### config.mk
export PLATFORM = sky130hd
export DESIGN_NAME = ps2_key_sequencer_flat
export DESIGN_NICKNAME = d
export VERILOG_FILES = /design/src/rtl/ps2_key_sequencer_pkg.sv /design/src/rtl/ps2_key_sequencer_if.sv /design/src/rtl/ps2_key_sequencer_evt_fifo.sv /design/src/rtl/ps2_key_sequencer.sv /design/src/flat_wrapper.sv
export SDC_FILE = /design/constraint.sdc
export NUM_CORES = 1
export LEC_CHECK = 0
export CORE_ASPECT_RATIO = 0.7
export CORE_MARGIN = 2
export CORE_UTILIZATION = 41
export DETAILED_ROUTE_END_ITERATION = 10
export PLACE_DENSITY = 0.65
export SYNTH_ARGS = -nofsm -noshare
export SYNTH_HDL_FRONTEND = slang
export SYNTH_HIERARCHICAL = 1
export SYNTH_SLANG_ARGS = --single-unit
### constraint.sdc
create_clock -name Clk -period 3.43 [get_ports Clk]
set_input_delay 0.686 -clock Clk [delete_from_list [all_inputs] [get_ports Clk]]
set_output_delay 0.686 -clock Clk [all_outputs]
set_load 0.03 [all_outputs]
### src/rtl/ps2_key_sequencer_pkg.sv
// Shared scan-code constants, sequencer state and event types for the
// PS/2 key sequencer.
package ps2_pkg;

  // Scan-code bytes with special meaning to the sequencer.
  localparam logic [7:0] SC_EXT    = 8'hE0;
  localparam logic [7:0] SC_BRK    = 8'hF0;
  localparam logic [7:0] SC_BAT    = 8'hAA;
  localparam logic [7:0] SC_BATERR = 8'hFC;

  // Prefix-sequencing states.
  typedef enum logic [1:0] {
    S_IDLE,
    S_EXT,
    S_BRK,
    S_EXT_BRK
  } seq_state_t;

  // What a non-prefix byte does to the key table and event queue.
  typedef enum logic [1:0] {
    ACT_NONE,
    ACT_MAKE,
    ACT_BREAK,
    ACT_CLEAR
  } seq_act_t;

  // One decoded key event as delivered to the consumer.
  typedef struct packed {
    logic [7:0] code;
    logic       ext;
    logic       make;
  } key_evt_t;

  // True for the two prefix bytes that never terminate a sequence.
  function automatic logic is_prefix(input logic [7:0] b);
    return (b == SC_EXT) || (b == SC_BRK);
  endfunction

endpackage

### src/rtl/ps2_key_sequencer_if.sv
// Byte-in / event-out bus of the PS/2 key sequencer.
// master: the side feeding scan bytes and consuming events.
// slave : the sequencer itself.
interface ps2_key_sequencer_if;

  logic       byte_valid;
  logic [7:0] byte_data;
  logic       evt_valid;
  logic       evt_ready;
  logic [7:0] evt_code;
  logic       evt_ext;
  logic       evt_make;

  modport master (
    output byte_valid, byte_data, evt_ready,
    input  evt_valid, evt_code, evt_ext, evt_make
  );

  modport slave (
    input  byte_valid, byte_data, evt_ready,
    output evt_valid, evt_code, evt_ext, evt_make
  );

endinterface

### src/rtl/ps2_key_sequencer_evt_fifo.sv
// First-word fall-through queue of key events. A pop in the same cycle as
// a push on a full queue frees the slot, so the push is accepted. The head
// reads as all-zero while the queue is empty.
module ps2_evt_fifo
  import ps2_pkg::*;
#(
  parameter int DEPTH = 4
) (
  input  logic     Clk,
  input  logic     Reset,
  input  logic     push,
  input  key_evt_t din,
  input  logic     pop,
  output key_evt_t dout,
  output logic     full,
  output logic     empty
);

  localparam int AW = (DEPTH > 1) ? $clog2(DEPTH) : 1;
  localparam logic [AW:0] DEPTH_C = (AW + 1)'(DEPTH);

  key_evt_t      mem [DEPTH];
  logic [AW-1:0] wr_ptr;
  logic [AW-1:0] rd_ptr;
  logic [AW:0]   count;
  logic          push_ok;
  logic          pop_ok;

  assign empty   = (count == '0);
  assign full    = (count == DEPTH_C);
  assign pop_ok  = pop & ~empty;
  assign push_ok = push & (~full | pop_ok);
  assign dout    = empty ? key_evt_t'('0) : mem[rd_ptr];

  // Pointer and occupancy bookkeeping; pointers wrap naturally.
  always_ff @(posedge Clk or posedge Reset) begin
    // NOTE: sequential state uses non-blocking assignments so every flop
    // samples pre-edge values regardless of statement order.
    if (Reset) begin
      wr_ptr <= '0;
      rd_ptr <= '0;
      count  <= '0;
    end else begin
      if (push_ok) wr_ptr <= wr_ptr + 1'b1;
      if (pop_ok)  rd_ptr <= rd_ptr + 1'b1;
      count <= count + (AW + 1)'(push_ok) - (AW + 1)'(pop_ok);
    end
  end

  // Event storage write port.
  always_ff @(posedge Clk) begin
    // NOTE: storage is deliberately not reset; entries are only read once
    // count says they were written, so a reset would buy nothing.
    if (push_ok) mem[wr_ptr] <= din;
  end

endmodule

### src/rtl/ps2_key_sequencer.sv
// PS/2 key sequencer: turns the raw scan-byte stream into make/break events,
// tracks currently held keys in a small slot table, and queues events for a
// valid/ready consumer.
// Optional build macro PS2_TYPEMATIC_EN: when defined, a make for a key that
// is already held is re-queued as an auto-repeat; otherwise it is dropped.
module ps2_key_sequencer
  import ps2_pkg::*;
#(
  parameter int SLOTS  = 6,
  parameter int QDEPTH = 4
) (
  input  logic                       Clk,
  input  logic                       Reset,
  ps2_key_sequencer_if.slave         bus,
  output logic [SLOTS-1:0]           held_mask,
  output logic [$clog2(SLOTS+1)-1:0] held_count,
  output logic                       ovf,
  output logic                       tbl_full
);

  localparam int SW = (SLOTS > 1) ? $clog2(SLOTS) : 1;
  localparam int CW = $clog2(SLOTS + 1);

  seq_state_t       state;
  seq_act_t         act;
  logic             cur_ext;
  logic [8:0]       cur_key;

  logic [SLOTS-1:0] key_valid;
  logic [8:0]       key_id [SLOTS];
  logic             hit;
  logic [SW-1:0]    hit_idx;
  logic             free_found;
  logic [SW-1:0]    free_idx;

  logic             push_q;
  key_evt_t         evt_q;
  key_evt_t         head;
  logic             fifo_full;
  logic             fifo_empty;
  logic             pop;

  // Table lookup of the incoming byte: matching slot and lowest free slot.
  always_comb begin
    // NOTE: every combinational output gets a default first so no path
    // leaves it unassigned and no latch is inferred.
    cur_ext    = (state == S_EXT) || (state == S_EXT_BRK);
    cur_key    = {cur_ext, bus.byte_data};
    hit        = 1'b0;
    hit_idx    = '0;
    free_found = 1'b0;
    free_idx   = '0;
    // Scanning downward lets the lowest index win.
    for (int i = SLOTS - 1; i >= 0; i--) begin
      if (key_valid[i] && (key_id[i] == cur_key)) begin
        hit     = 1'b1;
        hit_idx = SW'(i);
      end
      if (!key_valid[i]) begin
        free_found = 1'b1;
        free_idx   = SW'(i);
      end
    end
  end

  // Classify a terminating byte by the prefix state it arrives in.
  always_comb begin
    act = ACT_NONE;
    if (bus.byte_valid && !is_prefix(bus.byte_data)) begin
      unique case (state)
        S_IDLE:
          act = ((bus.byte_data == SC_BAT) || (bus.byte_data == SC_BATERR))
                ? ACT_CLEAR : ACT_MAKE;
        S_EXT:            act = ACT_MAKE;
        S_BRK, S_EXT_BRK: act = ACT_BREAK;
        default:          act = ACT_NONE;
      endcase
    end
  end

  // Prefix FSM, slot occupancy, registered event push and tbl_full flag.
  always_ff @(posedge Clk or posedge Reset) begin
    if (Reset) begin
      state     <= S_IDLE;
      key_valid <= '0;
      push_q    <= 1'b0;
      evt_q     <= '0;
      tbl_full  <= 1'b0;
    end else begin
      push_q <= 1'b0;

      if (bus.byte_valid) begin
        unique case (state)
          S_IDLE: begin
            if (bus.byte_data == SC_EXT)      state <= S_EXT;
            else if (bus.byte_data == SC_BRK) state <= S_BRK;
          end
          S_EXT: begin
            if (bus.byte_data == SC_BRK)      state <= S_EXT_BRK;
            else if (bus.byte_data != SC_EXT) state <= S_IDLE;
          end
          // A second prefix after F0 is malformed: drop back to idle.
          S_BRK, S_EXT_BRK: state <= S_IDLE;
          default:          state <= S_IDLE;
        endcase
      end

      if (act != ACT_NONE) begin
        evt_q.code <= bus.byte_data;
        evt_q.ext  <= cur_ext;
        evt_q.make <= (act == ACT_MAKE);
      end

      unique case (act)
        ACT_MAKE: begin
          if (hit) begin
`ifdef PS2_TYPEMATIC_EN
            push_q <= 1'b1;
`else
            push_q <= 1'b0;
`endif
          end else begin
            push_q <= 1'b1;
            if (free_found) key_valid[free_idx] <= 1'b1;
            else            tbl_full            <= 1'b1;
          end
        end
        ACT_BREAK: begin
          push_q <= 1'b1;
          if (hit) key_valid[hit_idx] <= 1'b0;
        end
        ACT_CLEAR: key_valid <= '0;
        default:   ;
      endcase
    end
  end

  // Key identity of each slot; only meaningful while its valid bit is set.
  always_ff @(posedge Clk) begin
    if ((act == ACT_MAKE) && !hit && free_found) key_id[free_idx] <= cur_key;
  end

  // Occupied-slot count.
  always_comb begin
    held_count = '0;
    for (int i = 0; i < SLOTS; i++) held_count = held_count + CW'(key_valid[i]);
  end

  assign held_mask = key_valid;

  assign pop = ~fifo_empty & bus.evt_ready;

  ps2_evt_fifo #(
    .DEPTH (QDEPTH)
  ) u_fifo (
    .Clk   (Clk),
    .Reset (Reset),
    .push  (push_q),
    .din   (evt_q),
    .pop   (pop),
    .dout  (head),
    .full  (fifo_full),
    .empty (fifo_empty)
  );

  // Sticky overflow: an event arrived at a full queue with nothing leaving.
  always_ff @(posedge Clk or posedge Reset) begin
    if (Reset)                            ovf <= 1'b0;
    else if (push_q && fifo_full && !pop) ovf <= 1'b1;
  end

  assign bus.evt_valid = ~fifo_empty;
  assign bus.evt_code  = head.code;
  assign bus.evt_ext   = head.ext;
  assign bus.evt_make  = head.make;

endmodule

### src/flat_wrapper.sv
// flat-port wrapper written by rule: the top's interface ports become plain ports
module ps2_key_sequencer_flat import ps2_pkg::*;
#(
  parameter int SLOTS  = 6,
  parameter int QDEPTH = 4
)
  (Clk, Reset, held_mask, held_count, ovf, tbl_full, bus_byte_valid, bus_byte_data, bus_evt_ready, bus_evt_valid, bus_evt_code, bus_evt_ext, bus_evt_make);
  ps2_key_sequencer_if bus_i ();
  input  logic Clk;
  input  logic Reset;
  output logic [SLOTS-1:0] held_mask;
  output logic [$clog2(SLOTS+1)-1:0] held_count;
  output logic ovf;
  output logic tbl_full;
  input wire logic [$bits(bus_i.byte_valid)-1:0] bus_byte_valid;
  input wire logic [$bits(bus_i.byte_data)-1:0] bus_byte_data;
  input wire logic [$bits(bus_i.evt_ready)-1:0] bus_evt_ready;
  output wire logic [$bits(bus_i.evt_valid)-1:0] bus_evt_valid;
  output wire logic [$bits(bus_i.evt_code)-1:0] bus_evt_code;
  output wire logic [$bits(bus_i.evt_ext)-1:0] bus_evt_ext;
  output wire logic [$bits(bus_i.evt_make)-1:0] bus_evt_make;
  assign bus_i.byte_valid = bus_byte_valid;
  assign bus_i.byte_data = bus_byte_data;
  assign bus_i.evt_ready = bus_evt_ready;
  assign bus_evt_valid = bus_i.evt_valid;
  assign bus_evt_code = bus_i.evt_code;
  assign bus_evt_ext = bus_i.evt_ext;
  assign bus_evt_make = bus_i.evt_make;
  ps2_key_sequencer #(.SLOTS(SLOTS), .QDEPTH(QDEPTH)) u_core (.Clk(Clk), .Reset(Reset), .bus(bus_i), .held_mask(held_mask), .held_count(held_count), .ovf(ovf), .tbl_full(tbl_full));
endmodule
# Word level (Yosys, flattened, before mapping)
# Memory sizes are Yosys's and may differ from the RTL's.
# Cells that the tools add are included.
# op_classes
add_sub_neg,9
order_cmp,4
n_eq_ne,23
muxes,47
bitwise,11
n_reduce_logical,27
# op_table
cell,n
9-bit == test,6
3-bit two-way mux,12
"8-bit == test, second input constant",4
1-bit two-way mux,19
6-bit two-way mux,3
6-bit one-hot mux with 3 select lines,1
3-bit by 1-bit adder with 3-bit output,5
1-bit logical AND,13
2-bit two-way mux,6
2-bit one-hot mux with 3 select lines,2
10-bit two-way mux,1
"2-bit == test, second input constant",4
"3-bit by 4-bit less-than comparator with 1-bit output, second input constant",2
"8-bit != test, second input constant",1
6-bit AND,1
1-bit demux with 3-bit select,2
"3-bit by 1-bit >= comparator with 1-bit output, second input constant",2
6-bit NOT,1
6-bit bitwise OR,1
3-bit AND reduction,2
"2-bit by 1-bit adder with 2-bit output, second input constant",2
"2-bit by 1-bit == test with 1-bit output, second input constant",2
"2-bit by 1-bit != test with 1-bit output, second input constant",2
1-bit NOT,4
other kinds (17),23
# totals
ff_bits,28
ram_bits,94
in_bits,12
out_inout_bits,22
n_memories,2
# memory_table
name,words,word_bits,rd,rd_ports_with_merged_regs,wr,line,rtl
u_core.key_id,6,9,6,0,1,ps2_key_sequencer.sv:30,logic [8:0] key_id [SLOTS];
u_core.u_fifo.mem,4,10,1,0,1,ps2_key_sequencer_evt_fifo.sv:22,key_evt_t mem [DEPTH];

# Longest topological paths before layout
# Gate-level depths: netlist of the first run.
# depth
word_depth,18
mapped_depth,12

# Cells and area by module
# Netlist of the first run, hierarchy kept.
# modules_own_cells
mod,n_inst,cells_per_inst,area_each_um2
ps2_key_sequencer,1,258,3544.6
ps2_evt_fifo,1,100,1935.6

# Least setup slack after synthesis of the first run
# No wires, ideal clock.
# synth_path
path_kind,input -> register
start,input bus_byte_data[2]
end,register u_core.key_valid[2] (netlist: u_core/held_mask[2])
setup_time_ps,86
arrival_ps,3183
required_time_ps,3344
slack_ps,161
path_stages,10
path_cell_list,buf_6 or4b_2 o21a_1 nor4b_1 o211ai_1 ha_1 a21o_1 o32a_4 or3_4 o221ai_2
# synth_between
elab_chain_cells,16
elab_cells_between_ends,52
# synth_rtl
element,line,rtl
start: declaration,flat_wrapper.sv:16,input wire logic [$bits(bus_i.byte_data)-1:0] bus_byte_data;
9-bit == test,ps2_key_sequencer.sv:55,if (key_valid[i] && (key_id[i] == cur_key)) begin
1-bit logical AND,ps2_key_sequencer.sv:55,
3-bit two-way mux (6 in series),ps2_key_sequencer.sv:55,
3-bit by 4-bit less-than comparator with 1-bit output (implied by the code) or 3-bit by 1-bit >= comparator with 1-bit output (tied branches),ps2_key_sequencer.sv:130,if (hit) key_valid[hit_idx] <= 1'b0;
1-bit logical AND (implied by the code),ps2_key_sequencer.sv:130,
1-bit two-way mux (implied by the code),ps2_key_sequencer.sv:130,
1-bit demux with 3-bit select,-,
6-bit NOT (no line),-,
6-bit AND (no line),-,
6-bit two-way mux,ps2_key_sequencer.sv:130,
6-bit one-hot mux with 3 select lines,ps2_key_sequencer.sv:114,unique case (act)
end signal: indexed assignment,ps2_key_sequencer.sv:124,if (free_found) key_valid[free_idx] <= 1'b1;
end signal: indexed assignment,ps2_key_sequencer.sv:130,
end signal: assignment,ps2_key_sequencer.sv:132,ACT_CLEAR: key_valid <= '0;
end: declaration,ps2_key_sequencer.sv:29,logic [SLOTS-1:0] key_valid;
# Several ways; a longest one is shown, not always the timed one. The select of a mux whose other input is x is not followed.
# A chain may end at the register's enable or synchronous reset.

# Worst setup path after layout of the first run
# layout_path
start,register u_core.key_valid[0] (netlist: u_core/held_mask[0])
end,output held_count[1]
# layout_between
elab_chain_cells,5
# layout_rtl
element,line,rtl
start signal: assignment,ps2_key_sequencer.sv:85,key_valid <= '0;
start signal: indexed assignment,ps2_key_sequencer.sv:124,
start signal: indexed assignment,ps2_key_sequencer.sv:130,
1-bit by 1-bit adder with 2-bit output,ps2_key_sequencer.sv:146,for (int i = 0; i < SLOTS; i++) held_count = held_count + CW'(key_valid[i]);
3-bit by 1-bit adder with 3-bit output (4 in series),ps2_key_sequencer.sv:146,
end: declaration,flat_wrapper.sv:12,output logic [$clog2(SLOTS+1)-1:0] held_count;
# No other way between the ends.

==> flow_metrics.py, run 1 <==
metrics = {
    "synthesis": {
        "syn_inst": 358,
        "ys.flop_type": "edfxtp_1",
        "yosys.area.top_type": "edfxtp_1",
        "synth-edff-count": 94,
        "netlist_area_mm2": 0.00548,
        "ys_types": 58,
        "synth_top_area_share_pct": 51.5,
        "syn_avg_cell_area_um2": 15.3,
        "ys_warn_count": 6,
        "yosysSeqAreaShare_pct": 64.3,
        "ys_ff_latch": 122,
        "async_flop_share_pct": 23.0,
        "synth_fp_nets": 384,
        "synth.area.top_cells": "edfxtp_1 52%, dfrtp_1 13%, xnor2_1 9.1%",
    },
    "worst_setup_path": {
        "worst_setup_path_start_kind": "flip-flop",
        "slowest_delay_ps": 550,
        "cp_slowest_cell": "fa_1",
        "end_kind": "primary output",
        "cp_top_family": "adder cells",
        "path_class": "flip-flop to primary output",
        "rr_worst_depth": 9,
        "r2r_slack_ps": 560,
        "worst-path-buf-inv": 3,
        "arrival_ps": 2710,
        "required_ps": 2740,
        "cpMostUsedCell": "fa_1",
        "r2r_end": "u_core/key_id[2][7]",
        "r2r_start": "u_core/state[0]",
        "cp_max_fo": 2,
        "path_cells": "fa_1, inv_1, fa_1, inv_1, ha_2, fa_1, buf_6",
    },
    "clocking": {
        "postCtsSetupBuffers": 0,
        "htreeDepth": 4,
        "worstSkewPairLatency_ps": 410,
        "tritoncts": "yes",
        "clk_path_buf_depth": 2,
        "hold_buffers": 0,
        "clock-root-buffer": "clkbuf_16",
        "cts_made_buffers": 17,
        "clkTransAtPathRegs_ps": 50,
        "cts_sinks": 122,
    },
    "worst_hold_path": {
        "hold_path.class": "flip-flop to flip-flop",
        "min_to": "u_core/ovf",
        "hp-start": "u_core/ovf",
        "hold_depth": 1,
    },
    "placed_design": {
        "place_congestion": 0.821,
        "io_buffers": 33,
        "placed_cells": 591,
        "dp_hpwl_um": 7660,
    },
    "timing": {
        "fin_crit_ps": 3390,
        "relSlewSlack_pct": 42.2,
        "rsz0062_at_grt": "true",
        "worst_pin_slew_ps": 867,
        "max_freq_mhz": 295,
        "hold_slack_ps": 469,
        "finalHoldViolCount": 0,
        "fin_skew_ps": 8.27,
        "fin_crit_sh_pct": 98.9,
        "maxSlewViolCount": 0,
        "setup_tns_ps": 0,
        "finalSetupViolations": 0,
    },
    "drt": {
        "vias": 3141,
        "routedWlPerCell_um": 17.7,
        "drt-vias-per-instance": 5.04,
        "route.detailed.drc": 0,
        "totalWireLength_um": 11000,
        "drt-pass1-iter-count": 4,
        "ant_nets": 0,
        "drt_iter0_drc": 170,
    },
    "pwr": {
        "ir_drop_v": 0.000354,
        "p_leak_nw": 2.56,
        "powerDensity_mw_per_mm2": 751,
        "power_mw": 5.24,
    },
    "cells_and_area": {
        "final_cells": 623,
        "drive_gt1_share_pct": 25.8,
        "num-nets-final": 470,
        "antennaDiodeCount": 0,
        "layout_common_cells": "94 x edfxtp_1, 57 x xnor2_1, 47 x buf_4",
        "layout_commonest_cell": "edfxtp_1",
        "syn2layout_area_growth_pct": 27.4,
    },
    "global_routing": {
        "grt_usage_pct": 16.8,
        "grt_use_met1_pct": 23.7,
        "grt_max_degree": 22,
        "grt_pass1_wl_um": 17600,
        "antenna_found_initial": 0,
        "grt_overflow": 0,
        "first_global_vias": 3249,
        "grt-busiest-layer": "met2",
        "use_met3_pct": 4.37,
        "use_met2_pct": 24.9,
    },
    "floorplanning": {
        "die_w_um": 142,
        "start_util_pct": 41.9,
        "core_region_area_mm2": 0.0131,
        "num_io_pins": 34,
        "die_height_um": 101,
        "fp-row-count": 35,
        "dieArea_mm2": 0.0143,
    },
    "flow_run": {
        "drv_cap": 0,
    },
    "run_status": {
        "outcome": "completed",
    },
}
Yosys cell counts (2+ instances only):
| cell | count |
|---|---|
| mux2_2 | 10 |
| xor2_1 | 2 |
| dfrtp_1 | 28 |
| nand2_1 | 16 |
| o22ai_1 | 2 |
| buf_6 | 7 |
| nor4_1 | 2 |
| nor3_1 | 8 |
| nand4_1 | 11 |
| xnor2_1 | 57 |
| and2_2 | 4 |
| and2_1 | 10 |
| and2b_1 | 2 |
| nand3_1 | 5 |
| nor2_1 | 5 |
| nor2b_1 | 3 |
| o21ai_1 | 3 |
| inv_1 | 18 |
| edfxtp_1 | 94 |
| ha_1 | 10 |
| fa_1 | 4 |
| a21oi_1 | 4 |
| buf_4 | 3 |
| mux4_2 | 10 |
| o21ai_0 | 6 |
| o21a_1 | 2 |
layout make-up:
class / instances / area [um2]
repair buffers: 81 / 698
inverters: 19 / 71.3
clock buffers: 18 / 439
multi-input cells: 203 / 1780
clock inverters: 14 / 265
fillers: 1056 / 6110
flip-flops and latches: 122 / 3520
well taps: 166 / 208
state kept, by name (all words and copies together), names as in the netlist:
| name | flops |
|---|---|
| u_core/held_mask | 6 |
| u_core/push_q | 1 |
| u_core/state | 2 |
| u_core/evt_q | 10 |
| u_core/ovf | 1 |
| u_core/key_id | 54 |
| u_core/tbl_full | 1 |
| u_core/u_fifo/count | 3 |
| u_core/u_fifo/rd_ptr | 2 |
| u_core/u_fifo/mem | 40 |
| u_core/u_fifo/wr_ptr | 2 |
logic make-up after synthesis:
logic type	after synthesis	share of synthesized area [%]
compound gates	28	3.86
xor+xnor	59	9.43
fa+ha+maj	14	3.74
buf+inv	33	3.54
flops	122	64.3
mux	22	6.62
simple gates	80	8.52
report_power, final:
part	internal (mW)	total (mW)	switching, mW
sequential	1.76	1.86	0.103
clock	1.46	2.11	0.650
combinational	0.590	1.27	0.679
how the worst max path moves through the flow:
stage                        startpoint                   to  depth (start not counted)
global route        u_core/held_mask[0]        held_count[1]                          7
finish              u_core/held_mask[0]        held_count[1]                          7
global placement       bus_byte_data[2]  u_core/held_mask[2]                         10
detailed placement     bus_byte_data[2]  u_core/held_mask[2]                         10
floorplan              bus_byte_data[2]  u_core/held_mask[2]                         10
CTS                 u_core/held_mask[0]        held_count[2]                          7
through the flow:
stage | setup WS, ps | instance area (um2) | utilization [%]
floorplan | 161 | 5480 | -
global placement | -254 | 6270 | 47.9
detailed placement | -288 | 6270 | 47.9
CTS | -13.7 | 6980 | 53.3
global route | -47.5 | 6980 | 53.3
finish | 38.4 | 6980 | 53.3
per-layer routing:
metal  vias up  part of all wire (%)
li1       1477                     -
met1      1592                    51
met2        64                    45
met3         8                   3.1
met4         0                   1.0
met5         -                     0
repair_timing:
action,CTS,global route
pin swaps,0,1
resized for setup,6,4
endpoints found under the setup margin,3,3
No activity file was read; power rests on OpenSTA's default activity.
==> inputs of run 2 (changes only) <==
- HOLD_SLACK_MARGIN: unset -> 0.03
==> results of run 2 <==
Final layout, timing and power as in run 1 (identical DEF).
==> patch 1: new RTL, flow settings as in run 2 <==
Make the reset (`Reset`) synchronous in 3 clocked blocks.
--- a/src/rtl/ps2_key_sequencer_evt_fifo.sv
+++ b/src/rtl/ps2_key_sequencer_evt_fifo.sv
@@ -35,3 +35,3 @@
   // Pointer and occupancy bookkeeping; pointers wrap naturally.
-  always_ff @(posedge Clk or posedge Reset) begin
+  always_ff @(posedge Clk) begin
     // NOTE: sequential state uses non-blocking assignments so every flop
--- a/src/rtl/ps2_key_sequencer.sv
+++ b/src/rtl/ps2_key_sequencer.sv
@@ -81,3 +81,3 @@
   // Prefix FSM, slot occupancy, registered event push and tbl_full flag.
-  always_ff @(posedge Clk or posedge Reset) begin
+  always_ff @(posedge Clk) begin
     if (Reset) begin
@@ -166,3 +166,3 @@
   // Sticky overflow: an event arrived at a full queue with nothing leaving.
-  always_ff @(posedge Clk or posedge Reset) begin
+  always_ff @(posedge Clk) begin
     if (Reset)                            ovf <= 1'b0;
Formal check against the unedited RTL: differs if Reset is asserted again (counterexample within 4 cycles, from zero or initial values and one cycle with Reset high); with Reset held inactive, the same outputs for 4 cycles.
==> patch 1 against run 2 <==
- routed wire length grew 0.36%
- clock skew up 2.8 ps
- sequential cell count grew 2
- synthesized area rose by 1.6%
- critical path depth is the same
- sequential power decreased by 8%
- design area increased by 1.0%
- global-route usage fell by 0.11 points
- maximum frequency up 1.8%
- total power decreased by 21%
- clock power shrank 15%
- worst setup slack improved by 60 ps
- combinational power down 48%
- critical path type unchanged
==> patch 1: results (changes against run 2) <==
Routed wl met3: 474 um (+39%)
Number of global-route vias before repair: 3396 (+4.5%)
Hold depth: 2 (+1)
Met1 usage: 21.8% (-1.9 points)
Metal1 wirelength: 5250 um (-6.7%)
Worst R2R Start: u_core/state[0]
Post-Place Cells: 642 (+8.6%)
Arrival time of the worst setup path: 2650 ps (-60 ps)
Via/cell ratio: 4.87 (-3.4%)
Dpl ws: -298 ps (-9.41 ps)
Area of the multi-input gates: 1980 um^2 (+12%)
Top post-synthesis cells by count: 94 x edfxtp_1, 44 x xnor2_1, 30 x dfxtp_1
Final GP Congestion: 0.835 (+1.7%)
Tmin final: 3330 ps (-59.8 ps)
Signal buf overhead: 10.6% (+0.57 points)
WHS Endpoint: u_core/ovf
GR Layer Usage met2: 26.6% (+1.7 points)
Register bit total from synthesis: 124 (+1.6%)
Sequential area share after synthesis: 61.5% (-2.8 points)
Largest net degree at the start of global routing: 32 (+45%)
Routed met2 length: 5280 um (+6.4%)
Area Overhead vs Synth: 26.8%
Syn nets: 414 (+7.8%)
Internal: 3.10 mW (-19%)
Signal buffers: 89 (+9.9%)
Met3 usage in global routing: 4.82% (+0.45 points)
DRT iter0 DRCs: 139 (-18%)
Status: completed
Post-route insts no fill: 674 (+8.2%)
Fill cells: 1089 (+3.1%)
Die Footprint: 14500 um^2 (+1.5%)
Max-slew headroom: 62.7% (+21 points)
DP HPWL: 7730 um (+0.87%)
Min-delay src: u_core/ovf
R2R cell count: 8 (-1)
First-pass GRT wire length: 17800 um (+0.94%)
Synth async-reset ratio: 0% (-23 points)
[patch 1: cells by family (layout without fill, tap and decap cells)]
family | Yosys count | in the layout | synth area share (%)
compound gates | 26 | 26 | 3.80
xor+xnor | 57 | 57 | 8.97
fa+ha+maj | 14 | 14 | 3.69
buf+inv | 39 | 140 | 3.82
flops | 124 | 124 | 61.5
mux | 22 | 22 | 6.30
simple gates | 106 | 106 | 11.9
[patch 1: power by group through the flow]
stage / Combinational [mW] / Sequential, mW / Clock [mW]
4_1_cts: 0.666 / 1.71 / 1.83
2_1_floorplan: 0.426 / 1.74 / 0
6_report: 0.659 / 1.71 / 1.79
5_1_grt: 0.718 / 1.72 / 1.90
3_5_place_dp: 0.665 / 1.74 / 0
3_3_place_gp: 0.654 / 1.74 / 0
[patch 1: timing repair]
item,CTS,global route
setup endpoints to repair,2,14
cloned,0,0
hold endpoints to repair,0,0
resized for setup,4,7
==> patch 2: new RTL, flow settings as in run 2 <==
Made on the original files. `QDEPTH` is set to 4 in 2 places; all go to 8.
--- a/src/rtl/ps2_key_sequencer.sv
+++ b/src/rtl/ps2_key_sequencer.sv
@@ -9,3 +9,3 @@
   parameter int SLOTS  = 6,
-  parameter int QDEPTH = 4
+  parameter int QDEPTH = 8
 ) (
--- a/src/flat_wrapper.sv
+++ b/src/flat_wrapper.sv
@@ -4,3 +4,3 @@
   parameter int SLOTS  = 6,
-  parameter int QDEPTH = 4
+  parameter int QDEPTH = 8
 )
Check against the original RTL: not equivalent (a bounded check fails within 10 cycles, from zero or initial values and one cycle with Reset high).
==> patch 2 against run 2 <==
- the run now ends with negative setup slack left
- design area grew 25%
- register-to-register slack gained 90 ps
- maximum frequency shrank 1.3%
- synthesized area grew 31%
- combinational power grew 35%
- final cell count grew 23%
- sequential cell count grew 43
- first-iteration DRC count grew 110%
- sequential share of layout area grew 4.7 points
- total power grew 16%
- hold slack gained 4.2 ps
- worst setup slack lost 45 ps
- routed wire length grew 29%
- critical path type unchanged
- highest routed layer unchanged
==> patch 2: results (changes against run 2) <==
DP HPWL: 9330 um (+22%)
# setup viols final: 1 (+1)
Avg WL per Cell: 18.6 um (+4.9%)
Largest net degree at the start of global routing: 23 (+4.5%)
Layout cells sized above 1: 23.9% (-1.9 points)
Setup_tns: -6.13 ps (-6.13 ps)
Setup ws final: -6.13 ps (-44.5 ps)
DRT iter0 DRCs: 361 (+110%)
R2R cell count: 8 (-1)
Max-slew headroom: 37.5% (-4.7 points)
First-pass DRT Iterations: 5 (+1)
Failing checks: negative setup slack
Reg-to-reg endpoint: u_core/key_id[0][6]
Internal: 4.25 mW (+11%)
Avg Cell Area, Syn: 16.4 um^2 (+7.5%)
Final #Nets: 551 (+17%)
Pleak: 3.25 nW (+27%)
Min-delay src: u_core/tbl_full
GR Layer Usage met2: 23.2% (-1.7 points)
Post-Place Cells: 733 (+24%)
Post-synth EDFFs: 134 (+43%)
Hold Worst Slack: 473 ps (+4.15 ps)
Status: finished, violations left
First-pass GRT wire length: 22500 um (+28%)
Top Registers: u_core/u_fifo/mem: 80 flops, u_core/key_id: 54 flops, u_core/evt_q: 10 flops
Top post-synthesis cells by area: edfxtp_1 56%, dfrtp_1 11%, mux4_2 4.7%, xnor2_1 4.1%, xor2_1 3.2%
Final GP Congestion: 0.835 (+1.7%)
Post-route insts no fill: 766 (+23%)
Sequential area share after synthesis: 66.8% (+2.5 points)
Post-synthesis cell type count: 52 (-10%)
Max IR drop VDD: 0.362 mV (+2.2%)
Register-to-register setup slack: 650 ps (+90 ps)
Dpl ws: -315 ps (-26.1 ps)
patch 2: cell count changes in the layout (fill, tap and decap cells not counted), moves of 10 or more:
cell / change
edfxtp_1: +40
dlymetal6s2s_1: +10
xor2_1: +24
xnor2_1: -23
a22o_1: +11
clkdlybuf4s50_1: -10
and2_1: -10
patch 2: kinds of logic after synthesis:
family / after synthesis / synth area share [%]
compound gates: 37 / 4.11
xor+xnor: 60 / 7.31
fa+ha+maj: 16 / 3.20
buf+inv: 40 / 2.96
flops: 165 / 66.8
mux: 35 / 8.89
simple gates: 84 / 6.75
patch 2: worst max-delay path by stage:
stage	startpoint	to	slack (ps)	cells past startpoint
finish	u_core/held_mask[3]	held_count[1]	-6	7
global route	u_core/held_mask[0]	held_count[1]	-120	7
CTS	u_core/held_mask[0]	held_count[2]	-40	7
detailed placement	bus_byte_data[2]	u_core/held_mask[5]	-310	12
global placement	bus_byte_data[2]	u_core/held_mask[5]	-260	12
floorplan	bus_byte_data[0]	u_core/key_id[4][0]	-50	9
patch 2: repair_timing:
action / in CTS / in global routing
buffers inserted: 0 / 2
endpoints found under the setup margin: 6 / 16
resized for setup: 7 / 16
pin swaps: 0 / 2
patch 2: metal layers:
metal	share of wire, %	vias up
met5	0	-
met4	1.4	0
met1	49	2051
met3	4.9	14
li1	-	1831
met2	44	90
patch 2: layout make-up:
class / instances / area, um^2
Sequential cell: 165 / 4800
Timing Repair Buffer: 85 / 754
Inverter: 22 / 82.6
Multi-Input combinational cell: 232 / 2200
Clock inverter: 14 / 153
Tap cell: 231 / 289
Clock buffer: 17 / 425
Fill cell: 1435 / 8460
patch 2: tightest hold or removal path: stages, from the launching register on:
cell	delay, ps
dfrtp_1	340
inv_1	40
o31ai_1	50
